### config.mk
export PLATFORM = sky130hd
export DESIGN_NAME = axi_line_fill
export DESIGN_NICKNAME = d
export VERILOG_FILES = /design/src/rtl/axi_pkg.sv /design/src/rtl/line_deserializer.sv /design/src/rtl/axi_line_fill.sv
export SDC_FILE = /design/constraint.sdc
export NUM_CORES = 1
export LEC_CHECK = 0
export CAP_MARGIN = 5
export CORE_AREA = 2 2 268 270
export DETAILED_ROUTE_END_ITERATION = 10
export DIE_AREA = 0 0 270 272
export GPL_TIMING_DRIVEN = 0
export HOLD_SLACK_MARGIN = 0.06
export PLACE_DENSITY = 0.68
export SLEW_MARGIN = 15
export SYNTH_ARGS = -nofsm -noshare
export SYNTH_HDL_FRONTEND = slang
export SYNTH_SLANG_ARGS = --single-unit
### constraint.sdc
create_clock -name clk -period 5.2 [get_ports clk]
set_clock_uncertainty 0.05 [all_clocks]
set_input_delay 0.52 -clock clk [delete_from_list [all_inputs] [get_ports clk]]
set_output_delay 0.52 -clock clk [all_outputs]
set_load 0.005 [all_outputs]
### src/rtl/axi_pkg.sv
// Shared AXI constants and the line-fill FSM state type.
// Latency: n/a (declarations only).
// Backpressure: n/a (declarations only).
package axi_pkg;

  localparam logic [1:0] AXI_BURST_INCR = 2'b01;
  localparam logic [1:0] RESP_OKAY      = 2'b00;

  typedef enum logic [1:0] {
    IDLE = 2'd0,
    ADDR = 2'd1,
    DATA = 2'd2,
    DONE = 2'd3
  } t_fill_state;

  // Counter width that stays legal for a single-beat line.
  function automatic int cnt_width(input int beats);
    return (beats > 1) ? $clog2(beats) : 1;
  endfunction

endpackage

### src/rtl/line_deserializer.sv
// Packs incoming beats into a line register, slice index from a saturating counter.
// Latency: a beat presented with i_beat_vld lands in o_line on the next edge.
// Backpressure: none; every valid beat is consumed, beats after the last slot are dropped.
module line_deserializer
  import axi_pkg::*;
#(
  parameter int DATA_W  = 32,
  parameter int BLOCK_W = 512,
  parameter int BEATS   = BLOCK_W / DATA_W,
  parameter int CNT_W   = cnt_width(BLOCK_W / DATA_W)
) (
  input  logic               clk,
  input  logic               arstn,
  input  logic               i_clr,
  input  logic               i_beat_vld,
  input  logic [DATA_W-1:0]  i_beat_dat,
  output logic [BLOCK_W-1:0] o_line,
  output logic [CNT_W-1:0]   o_cnt,
  output logic               o_full
);

  logic [BLOCK_W-1:0] line_q;
  logic [CNT_W-1:0]   cnt_q;
  logic               full_q;
  logic [BEATS-1:0]   slice_we;
  logic               last_slot;

  // The counter parks on the final slot; full_q remembers that slot was written.
  assign last_slot = (cnt_q == CNT_W'(BEATS - 1));

  // One write enable per slice; nothing is written once the last slot is filled.
  always_comb begin
    slice_we = '0;
    for (int k = 0; k < BEATS; k++) begin
      slice_we[k] = i_beat_vld && !full_q && (cnt_q == CNT_W'(k));
    end
  end

  // Line storage: survives across transfers, only reset clears it.
  always_ff @(posedge clk) begin
    if (!arstn) begin
      line_q <= '0;
    end else begin
      for (int k = 0; k < BEATS; k++) begin
        if (slice_we[k]) line_q[k*DATA_W +: DATA_W] <= i_beat_dat;
      end
    end
  end

  // Saturating beat counter plus last-slot-written flag.
  always_ff @(posedge clk) begin
    if (!arstn) begin
      cnt_q  <= '0;
      full_q <= 1'b0;
    end else if (i_clr) begin
      cnt_q  <= '0;
      full_q <= 1'b0;
    end else if (i_beat_vld && !full_q) begin
      if (last_slot) full_q <= 1'b1;
      else           cnt_q  <= cnt_q + 1'b1;
    end
  end

  assign o_line = line_q;
  assign o_cnt  = cnt_q;
  assign o_full = full_q;

endmodule

### src/rtl/axi_line_fill.sv
// Refills one cache line with a single AXI INCR read burst and pulses o_done.
// Latency: BEATS+2 cycles start-to-done with a zero-wait slave, +1 per AR/R wait cycle.
// Backpressure: AR held until AR_READY; R_READY high throughout DATA, slave paces beats.
module axi_line_fill
  import axi_pkg::*;
#(
  parameter int AXI_ADDR_WIDTH = 64,
  parameter int AXI_DATA_WIDTH = 32,
  parameter int BLOCK_WIDTH    = 512
) (
  input  logic                      clk,
  input  logic                      arstn,
  input  logic                      i_start,
  input  logic [AXI_ADDR_WIDTH-1:0] i_addr,
  output logic [BLOCK_WIDTH-1:0]    o_data,
  output logic                      o_done,
  output logic                      o_busy,
  output logic                      o_error,
  output logic                      AR_VALID,
  input  logic                      AR_READY,
  output logic [AXI_ADDR_WIDTH-1:0] AR_ADDR,
  output logic [7:0]                AR_LEN,
  output logic [2:0]                AR_SIZE,
  output logic [1:0]                AR_BURST,
  input  logic                      R_VALID,
  output logic                      R_READY,
  input  logic [AXI_DATA_WIDTH-1:0] R_DATA,
  input  logic [1:0]                R_RESP,
  input  logic                      R_LAST
);

  localparam int BEATS = BLOCK_WIDTH / AXI_DATA_WIDTH;
  localparam int CNT_W = cnt_width(BEATS);
  localparam int OFF_W = $clog2(BLOCK_WIDTH / 8);
  localparam logic [AXI_ADDR_WIDTH-1:0] OFF_MASK = AXI_ADDR_WIDTH'((1 << OFF_W) - 1);

  t_fill_state               state_q, state_nxt;
  logic [AXI_ADDR_WIDTH-1:0] ar_addr_q;
  logic                      err_q;
  logic                      start_acc;
  logic                      beat_hs;
  logic [CNT_W-1:0]          cnt;
  logic                      full;

  assign start_acc = (state_q == IDLE) && i_start;
  assign beat_hs   = (state_q == DATA) && R_VALID;

  // State register.
  always_ff @(posedge clk) begin
    if (!arstn) state_q <= IDLE;
    else        state_q <= state_nxt;
  end

  // Next state and state-decoded outputs; no input reaches an output combinationally.
  always_comb begin
    state_nxt = state_q;
    AR_VALID  = 1'b0;
    R_READY   = 1'b0;
    o_done    = 1'b0;
    o_busy    = 1'b1;
    case (state_q)
      IDLE: begin
        o_busy = 1'b0;
        if (i_start) state_nxt = ADDR;
      end
      ADDR: begin
        AR_VALID = 1'b1;
        if (AR_READY) state_nxt = DATA;
      end
      DATA: begin
        R_READY = 1'b1;
        if (R_VALID && R_LAST) state_nxt = DONE;
      end
      DONE: begin
        o_done    = 1'b1;
        state_nxt = IDLE;
      end
      default: state_nxt = IDLE;
    endcase
  end

  // Address latch and sticky error: bad response, early R_LAST, or beat after the last slot.
  always_ff @(posedge clk) begin
    if (!arstn) begin
      ar_addr_q <= '0;
      err_q     <= 1'b0;
    end else if (start_acc) begin
      ar_addr_q <= i_addr & ~OFF_MASK;
      err_q     <= 1'b0;
    end else if (beat_hs) begin
      err_q <= err_q
             | (R_RESP != RESP_OKAY)
             | (R_LAST && (cnt != CNT_W'(BEATS - 1)))
             | full;
    end
  end

  line_deserializer #(
    .DATA_W  (AXI_DATA_WIDTH),
    .BLOCK_W (BLOCK_WIDTH),
    .BEATS   (BEATS),
    .CNT_W   (CNT_W)
  ) u_deser (
    .clk        (clk),
    .arstn      (arstn),
    .i_clr      (start_acc),
    .i_beat_vld (beat_hs),
    .i_beat_dat (R_DATA),
    .o_line     (o_data),
    .o_cnt      (cnt),
    .o_full     (full)
  );

  assign o_error  = err_q;
  assign AR_ADDR  = ar_addr_q;
  assign AR_LEN   = 8'(BEATS - 1);
  assign AR_SIZE  = 3'($clog2(AXI_DATA_WIDTH / 8));
  assign AR_BURST = AXI_BURST_INCR;

endmodule

==> out/results.txt <==
Port Buf Inserts - 640
Total Power - 10.8 mW
Reg2reg path depth - 7
Worst-skew pair later-pin latency - 0.61 ns
Crit path capture - u_deser.o_line[253]
Pin count of the biggest net entering global routing - 14
CTS tree - yes
Max-slew headroom - 10.5%
# clock sinks - 578
Core area - 70800 um^2
DR vias/cell - 5.15
Mux cell area share after synthesis - 11.8%
Gr ovfl total - 0
R2R Path End - u_deser.o_line[253]
DR pass1 iterations - 6
Max clock buf depth - 3
Synth Area per Inst - 9.01 um^2
Area Growth Syn to Fin - 46.2%
Ports - 698
Finish-stage setup viols - 0
Final period util - 51.0%
Fmax - 0.377 GHz
Initial Util - 30.8%
Most frequent cells in the layout - clkdlybuf4s50_1 (640), dfxtp_1 (578), nand2_1 (407)
Leakage Power - 10.6 nW
DR vias - 21400
Post-synthesis instance total - 2416
Global-route wire length before repair - 143000 um
Synth Area in Simple Gates - 14.4%
1st-iter DRT viols - 2167
Critical Path End Type - flip-flop
Seq/Total Area, Yosys - 53.2%
Cell Area, Synth - 21800 um^2
Remaining DRCs - 0
H-tree level count - 3
Crit path from - state_q[0]
Worst Setup Start Kind - flip-flop
Vias in the first global route - 19900
Least-Margin Pin Slew - 1.34 ns
Ys Warns - 0
Detailed Route WL - 102000 um
Worst Path Required - 5.69 ns
Die ar. - 73400 um^2
Fillcell total - 6811
Final ANT Viol Nets - 0
Die H - 272 um
Post-layout min period - 2.65 ns
Crit path DAT - 3.15 ns
Layout cell share with drive strength beyond 1 - 7.70%
Commonest non-fill, non-tap cell in the layout - clkdlybuf4s50_1
Main combinational cell family by area after synthesis - simple AND/OR/NAND/NOR gates
Clock slew at reported path FFs - 0.07 ns
Final Wtd Congestion - 0.870
Critical Path Fanout Max - 10
Hold WS - 0.336 ns
Class of the worst hold path - in2reg
Post-DP HPWL - 73700 um
Synth Register Bits - 578
Synth Area in XOR/XNOR - 0%
Cts bufs inserted - 69
Endpoints failing hold - 0
R2r setup slk - 2.55 ns
RSZ-0062 raised after global routing - no
Crit path kind - reg2reg
Floorplan row count - 98
Setup Fix Bufs, Post-CTS - 0
Area share of fa/ha/maj cells after synthesis - 0.575%
PostCTS Resize Cnt - 0
Total track usage - 26.5%
Max_cap viols - 0
Reg-to-reg startpoint - state_q[0]
Setup_tns - 0 ns
Cell Pwr Density - 340 nW/um^2
Initial antenna violation count - 5
Outcome - completed
Avg WL per Cell - 24.6 um
Post-CTS Hold Buffers - 0
Max-slew violation count - 0
Fin nets - 3259
Synth cell types - 39
Die Width - 270 um
Root buffer cell - clkbuf_16
Compound-Gate Fraction of Synth Area - 13.6%
VDD IR-drop max - 285 uV
-- per-layer routing --
layer	vias up	GRT usage, %	wire length (um)
li1	9704	-	-
met1	10200	32.0	39700
met2	1168	44.6	48400
met3	258	6.49	9030
met4	0	12.0	5050
met5	-	0	0
-- cells by family after synthesis --
family / count (synthesis)
buf+inv: 278
flops: 578
simple gates: 704
compound gates: 588
other cells: 2
fa+ha+maj: 10
mux: 256
-- final cells by class --
type,count,area (um^2),share of cell area [%]
antenna,3,7.51,0.0236
buffer,271,1380,4.34
clock buffer,95,1960,6.17
clock inverter,26,395,1.24
inverter,7,26.3,0.0826
multi-input combinational,1577,8870,27.9
sequential,578,11600,36.4
tap,950,1190,3.74
timing repair buffer,641,6420,20.2
-- through the flow --
stage	instances	setup slack (ns)	cell area, um^2	util [%]
after floorplan	2433	3.46	21800	-
after global placement	4023	2.24	29400	41.6
after detailed placement	4023	2.22	29400	41.6
after CTS	4144	2.50	31800	44.9
after global routing	4145	2.40	31800	45.0
final	4148	2.55	31800	45.0
-- critical path, stage by stage (launching register included) --
cell and delay [ns]:
dfxtp_1 0.39, inv_1 0.12, ha_1 0.28, nand3_1 0.20, buf_2 0.44, clkbuf_1 0.68, o21ai_0 0.21, a21oi_1 0.18
-- report_power, final --
group | leakage [nW] | switching (mW) | internal, mW
clock network | 1.13 | 2.12 | 2.94
logic | 4.80 | 0.682 | 0.439
registers | 4.66 | 0.0744 | 4.55
total | 10.6 | 2.88 | 7.94
-- worst min-delay path by stage --
stage / from / endpoint / slack, ns / cells after the start
finish: R_DATA[10] / u_deser.o_line[234] / 0.34 / 3
global route: R_DATA[10] / u_deser.o_line[234] / 0.33 / 3
CTS: i_addr[42] / AR_ADDR[42] / 0.36 / 3
detailed placement: u_deser.o_line[157] / u_deser.o_line[157] / 0.40 / 2
global placement: AR_ADDR[32] / AR_ADDR[32] / 0.39 / 2
floorplan: u_deser.o_line[0] / u_deser.o_line[0] / 0.40 / 2
-- sequential cells by signal, summed over array words and instances, names as in the netlist --
name	count
u_deser.o_line	512
AR_ADDR	58
u_deser.o_cnt	4
state_q	2
o_error	1
u_deser.o_full	1
-- cell usage after synthesis --
master	count	share of area, %
a211oi_1	1	0.035
a21bo_2	1	0.046
a21boi_0	1	0.035
a21oi_1	322	7.4
a311oi_1	1	0.040
and2_1	1	0.029
and3_1	3	0.086
and3b_1	2	0.080
buf_1	4	0.069
buf_2	49	1.1
buf_4	44	1.5
buf_6	16	0.83
clkbuf_1	158	2.7
conb_1	2	0.035
dfxtp_1	578	53
ha_1	10	0.57
inv_1	6	0.10
inv_2	1	0.017
mux2i_1	256	12
nand2_1	407	7.0
nand2b_1	3	0.086
nand3_1	262	6.0
nand3b_1	2	0.069
nand4_1	1	0.029
nand4_2	2	0.11
nand4b_1	1	0.040
nand4b_2	1	0.069
nor2_1	1	0.017
nor2_2	4	0.11
nor2b_1	2	0.057
nor3_1	1	0.023
nor3_4	5	0.37
nor3b_1	2	0.069
o2111ai_1	1	0.040
o21ai_0	238	5.5
o21ai_1	20	0.46
o31ai_1	3	0.10
or3_1	2	0.057
or3b_1	2	0.080
Power figures use the tool's default switching activity.
